<file path="config.mk">
export PLATFORM = sky130hd
export DESIGN_NAME = hsv_to_rgb_flat
export DESIGN_NICKNAME = d
export VERILOG_FILES = /design/src/rtl/hsv_to_rgb_if.sv /design/src/rtl/hsv_to_rgb.sv /design/src/flat_wrapper.sv
export SDC_FILE = /design/constraint.sdc
export NUM_CORES = 1
export LEC_CHECK = 0
export ABC_AREA = 1
export CAP_MARGIN = 10
export CORE_AREA = 2 2 171 173
export CTS_BUF_LIST = sky130_fd_sc_hd__clkbuf_16
export DETAILED_ROUTE_END_ITERATION = 10
export DIE_AREA = 0 0 173 175
export PLACE_DENSITY_LB_ADDON = 0.08
export SLEW_MARGIN = 20
export SYNTH_ARGS = -nofsm -noshare
export SYNTH_HDL_FRONTEND = slang
export SYNTH_SLANG_ARGS = --single-unit
</file>
<file path="constraint.sdc">
create_clock -name clk_in -period 8.25 [get_ports clk_in]
set_input_delay 0.825 -clock clk_in [delete_from_list [all_inputs] [get_ports clk_in]]
set_output_delay 0.825 -clock clk_in [all_outputs]
set_load 0.05 [all_outputs]
</file>
<file path="src/rtl/hsv_to_rgb_if.sv">
// Pixel stream bundle for hsv_to_rgb: HSV input handshake, RGB output handshake.
// Signal names match the converter's pixel-port names; slave is the converter side.
interface hsv_to_rgb_if;
  logic        valid_in;
  logic [11:0] hsv;
  logic        ready_in;
  logic        ready_out;
  logic        valid_out;
  logic [11:0] rgb;

  modport slave (
    input  valid_in,
    input  hsv,
    input  ready_in,
    output ready_out,
    output valid_out,
    output rgb
  );

  modport master (
    output valid_in,
    output hsv,
    output ready_in,
    input  ready_out,
    input  valid_out,
    input  rgb
  );
endinterface

</file>
<file path="src/rtl/hsv_to_rgb.sv">
// Pipelined 12-bit HSV -> 12-bit RGB converter using sextant arithmetic, fixed latency, stallable.
// Optional macro HSV_ROUND_EN: round (instead of truncate) when narrowing 8-bit channels to 4 bits.
module hsv_to_rgb (
  input logic         clk_in,
  input logic         rst_n_in,
  hsv_to_rgb_if.slave bus
);

  localparam int unsigned CW = 8;
  localparam int unsigned NW = 4;
  localparam int unsigned PW = 16;

  localparam logic [2:0] RGN_0 = 3'd0;
  localparam logic [2:0] RGN_1 = 3'd1;
  localparam logic [2:0] RGN_2 = 3'd2;
  localparam logic [2:0] RGN_3 = 3'd3;
  localparam logic [2:0] RGN_4 = 3'd4;
  localparam logic [2:0] RGN_5 = 3'd5;

  logic w_en;
  assign w_en          = bus.ready_in;
  assign bus.ready_out = bus.ready_in;

  // ---------------- S1: scale to 8 bits, find sextant ----------------
  logic [NW-1:0] w_h, w_s, w_v;
  logic [CW-1:0] w_h8, w_s8, w_v8, w_base, w_rem;
  logic [2:0]    w_region;

  assign w_h = bus.hsv[11:8];
  assign w_s = bus.hsv[7:4];
  assign w_v = bus.hsv[3:0];
  // x*17 for a nibble is the nibble replicated
  assign w_h8 = {w_h, w_h};
  assign w_s8 = {w_s, w_s};
  assign w_v8 = {w_v, w_v};

  always_comb begin
    w_region = RGN_0;
    w_base   = 8'd0;
    if (w_h8 >= 8'd215) begin
      w_region = RGN_5;
      w_base   = 8'd215;
    end else if (w_h8 >= 8'd172) begin
      w_region = RGN_4;
      w_base   = 8'd172;
    end else if (w_h8 >= 8'd129) begin
      w_region = RGN_3;
      w_base   = 8'd129;
    end else if (w_h8 >= 8'd86) begin
      w_region = RGN_2;
      w_base   = 8'd86;
    end else if (w_h8 >= 8'd43) begin
      w_region = RGN_1;
      w_base   = 8'd43;
    end
  end

  assign w_rem = CW'(CW'(w_h8 - w_base) * 8'd6);

  logic          r_s1_valid, r_s1_gray;
  logic [CW-1:0] r_s1_s8, r_s1_v8, r_s1_rem;
  logic [2:0]    r_s1_region;

  always_ff @(posedge clk_in or negedge rst_n_in) begin
    if (!rst_n_in) begin
      r_s1_valid  <= 1'b0;
      r_s1_gray   <= 1'b0;
      r_s1_s8     <= '0;
      r_s1_v8     <= '0;
      r_s1_rem    <= '0;
      r_s1_region <= '0;
    end else if (w_en) begin
      r_s1_valid  <= bus.valid_in;
      r_s1_gray   <= (w_s == 4'd0);
      r_s1_s8     <= w_s8;
      r_s1_v8     <= w_v8;
      r_s1_rem    <= w_rem;
      r_s1_region <= w_region;
    end
  end

  // ---------------- S2: saturation terms ----------------
  logic [CW-1:0] w_rem_inv;
  logic [PW-1:0] w_prod_q, w_prod_t;

  assign w_rem_inv = 8'd255 - r_s1_rem;
  assign w_prod_q  = PW'(r_s1_s8) * PW'(r_s1_rem);
  assign w_prod_t  = PW'(r_s1_s8) * PW'(w_rem_inv);

  logic          r_s2_valid, r_s2_gray;
  logic [CW-1:0] r_s2_ps, r_s2_qs, r_s2_ts, r_s2_v8;
  logic [2:0]    r_s2_region;

  always_ff @(posedge clk_in or negedge rst_n_in) begin
    if (!rst_n_in) begin
      r_s2_valid  <= 1'b0;
      r_s2_gray   <= 1'b0;
      r_s2_ps     <= '0;
      r_s2_qs     <= '0;
      r_s2_ts     <= '0;
      r_s2_v8     <= '0;
      r_s2_region <= '0;
    end else if (w_en) begin
      r_s2_valid  <= r_s1_valid;
      r_s2_gray   <= r_s1_gray;
      r_s2_ps     <= 8'd255 - r_s1_s8;
      r_s2_qs     <= 8'd255 - CW'(w_prod_q >> 8);
      r_s2_ts     <= 8'd255 - CW'(w_prod_t >> 8);
      r_s2_v8     <= r_s1_v8;
      r_s2_region <= r_s1_region;
    end
  end

  // ---------------- S3: scale by value ----------------
  logic [PW-1:0] w_prod_p3, w_prod_q3, w_prod_t3;

  assign w_prod_p3 = PW'(r_s2_v8) * PW'(r_s2_ps);
  assign w_prod_q3 = PW'(r_s2_v8) * PW'(r_s2_qs);
  assign w_prod_t3 = PW'(r_s2_v8) * PW'(r_s2_ts);

  logic          r_s3_valid, r_s3_gray;
  logic [CW-1:0] r_s3_p, r_s3_q, r_s3_t, r_s3_v8;
  logic [2:0]    r_s3_region;

  always_ff @(posedge clk_in or negedge rst_n_in) begin
    if (!rst_n_in) begin
      r_s3_valid  <= 1'b0;
      r_s3_gray   <= 1'b0;
      r_s3_p      <= '0;
      r_s3_q      <= '0;
      r_s3_t      <= '0;
      r_s3_v8     <= '0;
      r_s3_region <= '0;
    end else if (w_en) begin
      r_s3_valid  <= r_s2_valid;
      r_s3_gray   <= r_s2_gray;
      r_s3_p      <= CW'(w_prod_p3 >> 8);
      r_s3_q      <= CW'(w_prod_q3 >> 8);
      r_s3_t      <= CW'(w_prod_t3 >> 8);
      r_s3_v8     <= r_s2_v8;
      r_s3_region <= r_s2_region;
    end
  end

  // ---------------- S4: channel select by sextant ----------------
  logic [CW-1:0] w_r8, w_g8, w_b8;

  always_comb begin
    w_r8 = r_s3_v8;
    w_g8 = r_s3_t;
    w_b8 = r_s3_p;
    if (r_s3_gray) begin
      w_g8 = r_s3_v8;
      w_b8 = r_s3_v8;
    end else begin
      case (r_s3_region)
        RGN_1:   begin w_r8 = r_s3_q;  w_g8 = r_s3_v8; w_b8 = r_s3_p;  end
        RGN_2:   begin w_r8 = r_s3_p;  w_g8 = r_s3_v8; w_b8 = r_s3_t;  end
        RGN_3:   begin w_r8 = r_s3_p;  w_g8 = r_s3_q;  w_b8 = r_s3_v8; end
        RGN_4:   begin w_r8 = r_s3_t;  w_g8 = r_s3_p;  w_b8 = r_s3_v8; end
        RGN_5:   begin w_r8 = r_s3_v8; w_g8 = r_s3_p;  w_b8 = r_s3_q;  end
        default: begin w_r8 = r_s3_v8; w_g8 = r_s3_t;  w_b8 = r_s3_p;  end
      endcase
    end
  end

  logic          r_s4_valid;
  logic [CW-1:0] r_s4_r, r_s4_g, r_s4_b;

  always_ff @(posedge clk_in or negedge rst_n_in) begin
    if (!rst_n_in) begin
      r_s4_valid <= 1'b0;
      r_s4_r     <= '0;
      r_s4_g     <= '0;
      r_s4_b     <= '0;
    end else if (w_en) begin
      r_s4_valid <= r_s3_valid;
      r_s4_r     <= w_r8;
      r_s4_g     <= w_g8;
      r_s4_b     <= w_b8;
    end
  end

  // ---------------- Output: narrow to 4 bits per channel ----------------
  function automatic logic [NW-1:0] narrow(input logic [CW-1:0] c);
`ifdef HSV_ROUND_EN
    logic [CW:0] sum;
    sum    = (CW+1)'(c) + 9'd8;
    narrow = sum[CW] ? 4'hF : NW'(sum >> 4);
`else
    narrow = NW'(c >> 4);
`endif
  endfunction

  logic        r_valid_out;
  logic [11:0] r_rgb;

  always_ff @(posedge clk_in or negedge rst_n_in) begin
    if (!rst_n_in) begin
      r_valid_out <= 1'b0;
      r_rgb       <= 12'h000;
    end else if (w_en) begin
      r_valid_out <= r_s4_valid;
      r_rgb       <= {narrow(r_s4_r), narrow(r_s4_g), narrow(r_s4_b)};
    end
  end

  assign bus.valid_out = r_valid_out;
  assign bus.rgb       = r_rgb;

endmodule

</file>
<file path="src/flat_wrapper.sv">
// flat-port wrapper written by rule: the top's interface ports become plain ports
module hsv_to_rgb_flat 
  (clk_in, rst_n_in, bus_valid_in, bus_hsv, bus_ready_in, bus_ready_out, bus_valid_out, bus_rgb);
  hsv_to_rgb_if bus_i ();
  input logic clk_in;
  input logic rst_n_in;
  input wire logic [$bits(bus_i.valid_in)-1:0] bus_valid_in;
  input wire logic [$bits(bus_i.hsv)-1:0] bus_hsv;
  input wire logic [$bits(bus_i.ready_in)-1:0] bus_ready_in;
  output wire logic [$bits(bus_i.ready_out)-1:0] bus_ready_out;
  output wire logic [$bits(bus_i.valid_out)-1:0] bus_valid_out;
  output wire logic [$bits(bus_i.rgb)-1:0] bus_rgb;
  assign bus_i.valid_in = bus_valid_in;
  assign bus_i.hsv = bus_hsv;
  assign bus_i.ready_in = bus_ready_in;
  assign bus_ready_out = bus_i.ready_out;
  assign bus_valid_out = bus_i.valid_out;
  assign bus_rgb = bus_i.rgb;
  hsv_to_rgb u_core (.clk_in(clk_in), .rst_n_in(rst_n_in), .bus(bus_i));
endmodule
</file>
==> impl_summary.txt <==
----------------------------------------------------
[Yosys]
  Number of enable flip-flop cells after synthesis ... 0
  Post-synthesis sequential area ratio ... 17.9%
  Main synth FF type ... sky130_fd_sc_hd__dfrtp_1
  Post-synthesis cell type count ... 44
  Area fraction of the dominant cell type after synthesis ... 22.4%
  Share of flip-flops with an asynchronous set or reset after synthesis ... between 90% and 100%
  Synthesis-stage register bit count ... 96
  Gate Count Post-Synth ... around 1,800
  Synthesis warning total ... 0
  Syn_nets ... around 2,100
  Leading post-synthesis cells by cell area ... sky130_fd_sc_hd__fa_1 22%, sky130_fd_sc_hd__dfrtp_1 18%, sky130_fd_sc_hd__ha_1 16%
  Post-synth top area cell ... sky130_fd_sc_hd__fa_1
  Summed instance area of the synthesized netlist ... about 0.013 mm2
  Avg Synthesized Cell Area ... 7.53 um2

[Die]
  Chip Height ... 175 um
  Initial core utilization ... between 40 and 50%
  I/O pin total ... 30
  Horizontal die dimension ... ~170 um
  # rows ... 62
  Area of the core ... 0.0284 mm2
  Die ar. ... a little over 0.03 mm2

[Critical path]
  Largest incremental delay on the critical path ... between 0.6 and 0.7 ns
  Data arrival at the endpoint of the critical path ... between 5 and 6 ns
  CP cell instances ... inv_1, or2_2, fa_1, fa_1, inv_1, fa_1, inv_1, fa_1, inv_1, ha_1, a21oi_1, o21ai_0, a21oi_1, nand3_1, nand3_1, nand2_1
  Reg2Reg Launch Point ... u_core.r_s1_s8[5]
  Dominant delay contributor by cell family on the critical path ... adder cells
  Combined buffer and inverter count along the critical path ... 4
  Flop2flop setup slack ... 3.49 ns
  Nature of the critical path startpoint ... register
  Standard cell with the maximum stage delay on the critical path ... sky130_fd_sc_hd__dfrtp_1
  Type of destination of the critical path ... register
  Critical path required time ... roughly 8.5 ns
  Depth of the most critical reg-to-reg path ... 16
  Startpoint-to-endpoint class of the critical path ... register to register
  FF-to-FF End ... u_core.r_s2_ts[6]
  Maximum fanout along the worst path ... 12

[Global routing]
  Vias in the first global route ... approximately 11,000
  Total global routing overflow ... 0
  Maximum number of pins on one net before global-route repair ... 94
  Global-route usage over all layers ... around a fifth
  First-pass GRT wire length ... approximately 53,000 um
  Number of antenna violations at the first check in global routing ... 0

[Outcome]
  Run status ... completed

[Layout]
  Net count of the finished layout ... 2,124
  Final instance area ... 0.0143 mm2
  Most frequent cells in the layout ... 465 x sky130_fd_sc_hd__nand2_1, 427 x sky130_fd_sc_hd__inv_1, 174 x sky130_fd_sc_hd__ha_1
  Growth of design area from synthesis to finish ... 6.70%
  Antenna fix cells ... 0
  Most frequent standard cell in the layout excluding fill and tap cells ... sky130_fd_sc_hd__nand2_1
  Share of final-layout standard cells stronger than drive strength 1 ... under 10%

[Routing]
  Detailed-route DRC error count ... 0
  Count of antenna-violating nets left after detailed routing ... 0
  Number of search-and-repair iterations in the first detailed-routing pass ... 5
  Final routed wirelength across all metal layers ... ~30,000 um
  Via density per instance ... 4.87
  Total via count in the routed design ... roughly 11,000
  Routed length per instance ... roughly 14 um
  DRT iter0 DRCs ... between 500 and 600

[Placed design]
  Last weighted congestion value of the routability-driven placer ... 0.876
  PortBufs ... 29
  Worst-case setup slack after placement ... approximately 3.5 ns
  Half-perimeter wire length after detailed placement ... 24,900 um
  Post-place instance area ... approximately 0.014 mm2

[Timing]
  Unrepaired setup endpoints after global routing ... no
  Number of setup violations in the final report ... 0
  Post-layout worst setup margin ... 3.49 ns
  Final Hold Slack ... between 0.4 and 0.5 ns
  Final TNS setup ... 0 ns
  Final Hold Violating Endpoints ... 0
  Final Max Slew Viols ... 0
  Final critical-path share of the clock period ... roughly 58%
  Headroom to the max-slew limit ... around 36%
  Layout Skew ... between 0.01 and 0.015 ns
  Timing-limited maximum frequency ... around 210 MHz
  Crit path time final ... roughly 4.8 ns
  Worst-Margin Slew ... between 0.9 and 1 ns

[CTS]
  Buffers inserted during post-CTS setup optimization ... 0
  Clock Latency Late Sink ... approximately 0.36 ns
  Number of clock sinks seen by CTS ... 96
  Cell chosen for the clock root ... sky130_fd_sc_hd__clkbuf_16
  Number of CTS-inserted buffers ... 9
  Count of H-tree levels built during CTS ... 3
  Cts-stage hold buffer count ... 0
  Largest buffer count on any clock path ... 2
  TritonCTS clock tree ... built
  Number of resized instances in the post-cts repair step ... 0
  Clock-pin slew of the registers on the worst-case setup and hold paths ... about 0.070 ns

[Worst hold path]
  Hold Path Class ... primary input to async pin

[Job]
  Number of violations of the max-capacitance limit ... 0

----------------------------------------------------
flip-flops by register name (all words and copies together) (netlist names), 3 cells and up:
signal / cells
u_core.r_s2_region: 3
u_core.r_s1_rem: 7
u_core.r_s4_b: 4
u_core.r_s3_v8: 4
u_core.r_s3_q: 4
u_core.r_s3_region: 3
u_core.r_s2_ts: 8
u_core.r_s3_t: 4
u_core.r_s2_qs: 8
u_core.r_s1_v8: 4
u_core.r_s2_ps: 4
u_core.r_s1_region: 3
u_core.r_s3_p: 4
u_core.r_s1_s8: 4
u_core.r_s4_g: 4
u_core.r_s2_v8: 4
u_core.bus.rgb: 12
u_core.r_s4_r: 4
kinds of logic (layout without fill, tap and decap cells):
group / Yosys count / after routing / synth area share [%]
adder cells (fa/ha/maj): 324 / 324 / 38.6
AND/OR/NAND/NOR: 705 / 705 / 22.0
flip-flops: 96 / 96 / 17.9
XOR/XNOR: 12 / 12 / 0.784
AO/OA/AOI/OAI: 171 / 171 / 7.04
buffers and inverters: 473 / 480 / 13.7
stage by stage:
stage	utilization [%]	instances
2_1_floorplan	-	1781
3_3_place_gp	49.3	2157
3_5_place_dp	49.3	2157
4_1_cts	50.4	2172
5_1_grt	50.4	2172
6_report	50.4	2172
worst max-delay path by stage:
stage	to	depth (start not counted)	slack (ns)	startpoint
after detailed placement	u_core.r_s2_ts[6]	16	3.50	u_core.r_s1_s8[5]
final	u_core.r_s2_ts[6]	16	3.49	u_core.r_s1_s8[5]
after global routing	u_core.r_s2_ts[6]	16	3.17	u_core.r_s1_s8[5]
after floorplan	u_core.r_s2_ts[6]	17	3.87	u_core.r_s1_s8[6]
after global placement	u_core.r_s2_ts[6]	16	3.58	u_core.r_s1_s8[6]
after CTS	u_core.r_s2_ts[6]	16	3.48	u_core.r_s1_s8[5]
synthesized netlist by cell type (3+ instances only):
master	count
sky130_fd_sc_hd__nand2_4	4
sky130_fd_sc_hd__a21o_1	4
sky130_fd_sc_hd__o2111ai_1	5
sky130_fd_sc_hd__nor3_1	12
sky130_fd_sc_hd__a21oi_1	65
sky130_fd_sc_hd__nor2_4	3
sky130_fd_sc_hd__buf_2	3
sky130_fd_sc_hd__buf_4	4
sky130_fd_sc_hd__dfrtp_1	96
sky130_fd_sc_hd__buf_6	5
sky130_fd_sc_hd__o21ai_1	4
sky130_fd_sc_hd__clkbuf_1	27
sky130_fd_sc_hd__nand3b_1	7
sky130_fd_sc_hd__a31oi_1	5
sky130_fd_sc_hd__ha_1	174
sky130_fd_sc_hd__o21ai_0	68
sky130_fd_sc_hd__xor2_1	8
sky130_fd_sc_hd__nand3_2	5
sky130_fd_sc_hd__o211ai_1	4
sky130_fd_sc_hd__fa_1	150
sky130_fd_sc_hd__nand3_1	74
sky130_fd_sc_hd__nor2_1	103
sky130_fd_sc_hd__xnor2_1	4
sky130_fd_sc_hd__or2_2	5
sky130_fd_sc_hd__o21bai_1	4
sky130_fd_sc_hd__inv_1	428
sky130_fd_sc_hd__nand2_1	465
sky130_fd_sc_hd__inv_2	4
sky130_fd_sc_hd__a22oi_1	4
sky130_fd_sc_hd__nand4_1	14
sky130_fd_sc_hd__nand2_2	7
layer usage:
metal  routed length, um  global-route usage [%]  up-vias
met5                   0                       0        -
met4                 366                    4.20        0
met3                 917                    2.09       26
met2               13600                    35.4      185
met1               14900                    30.5     4936
li1                    -                       -     5438
worst register-to-register path: stages (launching register included):
cell and delay (ns):
sky130_fd_sc_hd__dfrtp_1 0.67, sky130_fd_sc_hd__inv_1 0.24, sky130_fd_sc_hd__or2_2 0.34, sky130_fd_sc_hd__fa_1 0.51
sky130_fd_sc_hd__fa_1 0.55, sky130_fd_sc_hd__inv_1 0.05, sky130_fd_sc_hd__fa_1 0.52, sky130_fd_sc_hd__inv_1 0.05
sky130_fd_sc_hd__fa_1 0.53, sky130_fd_sc_hd__inv_1 0.04, sky130_fd_sc_hd__ha_1 0.33, sky130_fd_sc_hd__a21oi_1 0.23
sky130_fd_sc_hd__o21ai_0 0.14, sky130_fd_sc_hd__a21oi_1 0.19, sky130_fd_sc_hd__nand3_1 0.10, sky130_fd_sc_hd__nand3_1 0.09
sky130_fd_sc_hd__nand2_1 0.06
area by class of cell:
| type | count | area, um2 |
|---|---|---|
| Clock buffer | 9 | 225 |
| Inverter | 433 | 1630 |
| Clock inverter | 6 | 91.3 |
| Tap cell | 384 | 480 |
| Timing Repair Buffer | 32 | 308 |
| Multi-Input combinational cell | 1212 | 9180 |
| Sequential cell | 96 | 2400 |
| Fill cell | 2863 | 14100 |
Power is left out: the tool's default activity adds up to more than one toggle a clock period on the data nets, which glitch-free logic cannot reach.
==> variant 1, RTL diff (same settings) <==
Add a define of `HSV_ROUND_EN`.
--- a/src/rtl/hsv_to_rgb.sv
+++ b/src/rtl/hsv_to_rgb.sv
@@ -1,5 +1,7 @@
 // Pipelined 12-bit HSV -> 12-bit RGB converter using sextant arithmetic, fixed latency, stallable.
 // Optional macro HSV_ROUND_EN: round (instead of truncate) when narrowing 8-bit channels to 4 bits.
+`define HSV_ROUND_EN
+
 module hsv_to_rgb (
   input logic         clk_in,
   input logic         rst_n_in,
Function: changed (a bounded check fails within 10 cycles, from zero or initial values and one cycle with rst_n_in low).
==> variant 1 against the original RTL <==
Setup slack got worse by 0.017 ns; hold slack got worse by 0.057 ns; design area rose by 3.4%; core utilization rose by 1.7 points; area after synthesis rose by 3.5%; non-clock buffer count rose by 1; sequential share of layout area rose by 0.46 points; routed wire length rose by 8.8%; synthesized cell count rose by 3.5%; sequential cell count rose by 6.
Power is left out: the tool's default activity adds up to more than one toggle a clock period on the data nets, which glitch-free logic cannot reach.
==> variant 1: results (changes against the original RTL) <==
main flop type after synthesis = dfrtp_1
post_cts resized = 0 (unchanged)
first-pass GRT wire length = 56,500 um (+6.7%)
Synth Area in XOR/XNOR = 0.00820 (+0.000364)
R2R Setup Slk = 3.47 ns (-0.02 ns)
port buffer count = 29 (unchanged)
status = finished, final reports clean
final critical-path required period = 4.78 ns (+0.0170 ns)
HP Class = primary input to async pin
Vias per Instance = 5.06 (+3.9%)
ANT cells = 0 (unchanged)
Clk Latency, worst-skew pair = 0.37 ns
Post-Synth Adder-Cell Area = 0.374 (-0.0123)
Slowest cell on crit path = dfrtp_1
top cell types by occurrence after synthesis = inv_1, nand2_1, ha_1
post-synthesis mux area share = 0 (unchanged)
Crit Path Max Fanout = 12 (unchanged)
Critical Path End = u_core.r_s2_ts[2]
wire per inst = 14.6 um (+5.9%)
final hold slack = 0.407 ns (-0.0568 ns)
Setup CP Type = register to register
# Post-CTS Setup Buffers = 0 (unchanged)
max_slew headroom = 0.380 (+0.0208)
Num CTS Buffers = 9 (unchanged)
layout cells sized above 1 = 0.0346 (+0.00553)
largest net degree at the start of global routing = 81 (-14%)
Clock Skews = 0.0136 ns (+0.00170 ns)
vias in the first global route = 11.7k (+6.6%)
Max stage delay on crit path = 0.71 ns (+0.04 ns)
YS warnings = 0 (unchanged)
post-synthesis sequential area ratio = 0.184 (+0.00471)
via count = 11.3k (+6.8%)
Unique masters post-synth = 46 (+4.5%)
reg2reg path depth = 19 (+3)
initial DRC count = 778 (+42%)
Root Driver = clkbuf_16
max reg flops = 12 (unchanged)
post-placement cell count = 2,217 (+2.8%)
initial antenna violation count = 0 (unchanged)
Worst-path clk slew = 0.09 ns (+0.02 ns)
Total GRT Usage = 0.230 (+0.0170)
worst r2r src = u_core.r_s1_s8[3]
compound-cell area share of the yosys netlist = 0.0837 (+0.0133)
dpl cell area = 14,500 sq um (+3.5%)
First-pass DRT Iterations = 5 (unchanged)
data arrival time of the worst path = 5.00 ns (about the same)
share of flip-flops with an asynchronous set or reset = 1.00 (unchanged)
H-Tree Depth = 3 (unchanged)
Post-DP HPWL = 27,000 um (+8.6%)
main area contributors after synthesis = fa_1, dfrtp_1, ha_1, inv_1, nand2_1
DR DRC count = 0 (unchanged)
Longest Clk Path Bufs = 2 (unchanged)
gpl congestion = 0.906 (+3.4%)
Cells after Synth = 1,843 (+3.5%)
## variant 1: cell count changes after synthesis, sizes merged, moves of 6 or more
cell	delta
nand2	-28
inv	+24
a21oi	+16
o21bai	+10
a31oi	+8
nand3	+7
dfrtp	+6
o21ai	-6
o22ai	+6
## variant 1: layout make-up
type                            count  area [sq um]
Fill cell                        2871         13600
Timing Repair Buffer               33           315
Inverter                          456          1710
Clock buffer                        9           225
Clock inverter                      7          91.3
Multi-Input combinational cell   1242          9420
Tap cell                          384           480
Sequential cell                   102          2550
## variant 1: metal layers
layer  vias up  wire (um)  track usage
met5         -          0            0
met4         0        959       0.0681
met3        54       1340       0.0333
met2       233      15100        0.390
met1      5360      15100        0.308
li1       5660          -            -
## variant 1: worst max-delay path: cells and delay by family (launching register included)
family	cells	cell delay [ns]
fa+ha+maj	5	2.35
simple gates	7	0.86
flops	1	0.71
buf+inv	5	0.49
xor+xnor	1	0.15
compound gates	1	0.07
==> variant 2, RTL diff (same settings) <==
Made on the original files. Reset style: synchronous (`rst_n_in`), changed in 5 clocked blocks.
--- a/src/rtl/hsv_to_rgb.sv
+++ b/src/rtl/hsv_to_rgb.sv
@@ -61,7 +61,7 @@
   logic [CW-1:0] r_s1_s8, r_s1_v8, r_s1_rem;
   logic [2:0]    r_s1_region;
 
-  always_ff @(posedge clk_in or negedge rst_n_in) begin
+  always_ff @(posedge clk_in) begin
     if (!rst_n_in) begin
       r_s1_valid  <= 1'b0;
       r_s1_gray   <= 1'b0;
@@ -91,7 +91,7 @@
   logic [CW-1:0] r_s2_ps, r_s2_qs, r_s2_ts, r_s2_v8;
   logic [2:0]    r_s2_region;
 
-  always_ff @(posedge clk_in or negedge rst_n_in) begin
+  always_ff @(posedge clk_in) begin
     if (!rst_n_in) begin
       r_s2_valid  <= 1'b0;
       r_s2_gray   <= 1'b0;
@@ -122,7 +122,7 @@
   logic [CW-1:0] r_s3_p, r_s3_q, r_s3_t, r_s3_v8;
   logic [2:0]    r_s3_region;
 
-  always_ff @(posedge clk_in or negedge rst_n_in) begin
+  always_ff @(posedge clk_in) begin
     if (!rst_n_in) begin
       r_s3_valid  <= 1'b0;
       r_s3_gray   <= 1'b0;
@@ -167,7 +167,7 @@
   logic          r_s4_valid;
   logic [CW-1:0] r_s4_r, r_s4_g, r_s4_b;
 
-  always_ff @(posedge clk_in or negedge rst_n_in) begin
+  always_ff @(posedge clk_in) begin
     if (!rst_n_in) begin
       r_s4_valid <= 1'b0;
       r_s4_r     <= '0;
@@ -195,7 +195,7 @@
   logic        r_valid_out;
   logic [11:0] r_rgb;
 
-  always_ff @(posedge clk_in or negedge rst_n_in) begin
+  always_ff @(posedge clk_in) begin
     if (!rst_n_in) begin
       r_valid_out <= 1'b0;
       r_rgb       <= 12'h000;
Function: changed (Yosys sat finds a counterexample within 10 cycles, from zero or initial values and one cycle with rst_n_in low; the reset may be asserted at any time).
==> variant 2 against the original RTL <==
Final cell count up 2.6%; setup slack worse by 0.17 ns; design area down 1.3%; area after synthesis down 1.3%; sequential cell count unchanged; largest cell class unchanged; routed wire length up 3.4%.
==> variant 2: results (changes against the original RTL) <==
Post-Synth Adder-Cell Area = 0.391 (+0.00515)
Synth Area in XOR/XNOR = 0.00860 (+0.000766)
met2 usage = 0.363 (+0.00900)
Crit Path Max Fanout = 23 (+11)
Max stage delay on crit path = 0.98 ns (+0.31 ns)
layout cells sized above 1 = 0.0309 (+0.00181)
reg2reg path depth = 17 (+1)
gpl congestion = 0.866 (-1.1%)
Slowest cell on crit path = dfxtp_1
Placement Setup Slack = 3.37 ns (-0.126 ns)
Unique masters post-synth = 42 (-4.5%)
Clock Skews = 0.0122 ns (+0.000359 ns)
Syn Nets = 2,186 (+3.1%)
cell area after layout = 14,100 sq um (-1.3%)
via count = 11.0k (+3.6%)
status = finished, final reports clean
share of flip-flops with an asynchronous set or reset = 0 (-1.00)
GR Util met1 = 0.304 (-0.000762)
main area contributors after synthesis = fa_1, ha_1, dfxtp_1, inv_1, nand2_1
wire per inst = 13.8 um (+0.72%)
syn avg cell area = 7.17 sq um (-4.8%)
Pwr Total = 0.00227 W
met3 global-route usage = 0.0285 (+0.00762)
met3 routed WL = 1120 um (+22%)
final WL = 30,900 um (+3.4%)
post-synthesis sequential area ratio = 0.145 (-0.0339)
main flop type after synthesis = dfxtp_1
data arrival time of the worst path = 5.19 ns (+0.18 ns)
WL met2 = 14,000 um (+2.5%)
max_slew headroom = 0.335 (-0.0240)
initial DRC count = 610 (+11%)
top cell types by occurrence after synthesis = inv_1, nand2_1, ha_1
FILL cells = 2,942 (+2.8%)
M1 wire length = 15,500 um (+3.9%)
first-pass GRT wire length = 54,000 um (+1.8%)
[variant 2: cell types whose count changed in the layout (fill, tap and decap cells not counted), moves of 36 or more]
cell,before,now
nand2_1,465,322
dfrtp_1,96,0
dfxtp_1,0,96
nor2_1,103,168
a21oi_1,65,126
o21ai_0,68,112
inv_1,427,463
[variant 2: path summary, 6_finish.rpt]
check / startpoint / end / slack, ns
max reg2reg: u_core.r_s2_v8[4] / u_core.r_s3_p[4] / 3.32
max: u_core.r_s2_v8[4] / u_core.r_s3_p[4] / 3.32
min reg2reg: u_core.r_s4_r[5] / u_core.bus.rgb[9] / 0.46
min: u_core.r_s4_r[5] / u_core.bus.rgb[9] / 0.46
[variant 2: cell type report]
class	instances	share of cell area
multi-input cells	1225	0.659
flip-flops and latches	96	0.136
inverters	475	0.126
well taps	384	0.0340
repair buffers	33	0.0221
clock buffers	9	0.0159
clock inverters	7	0.00611
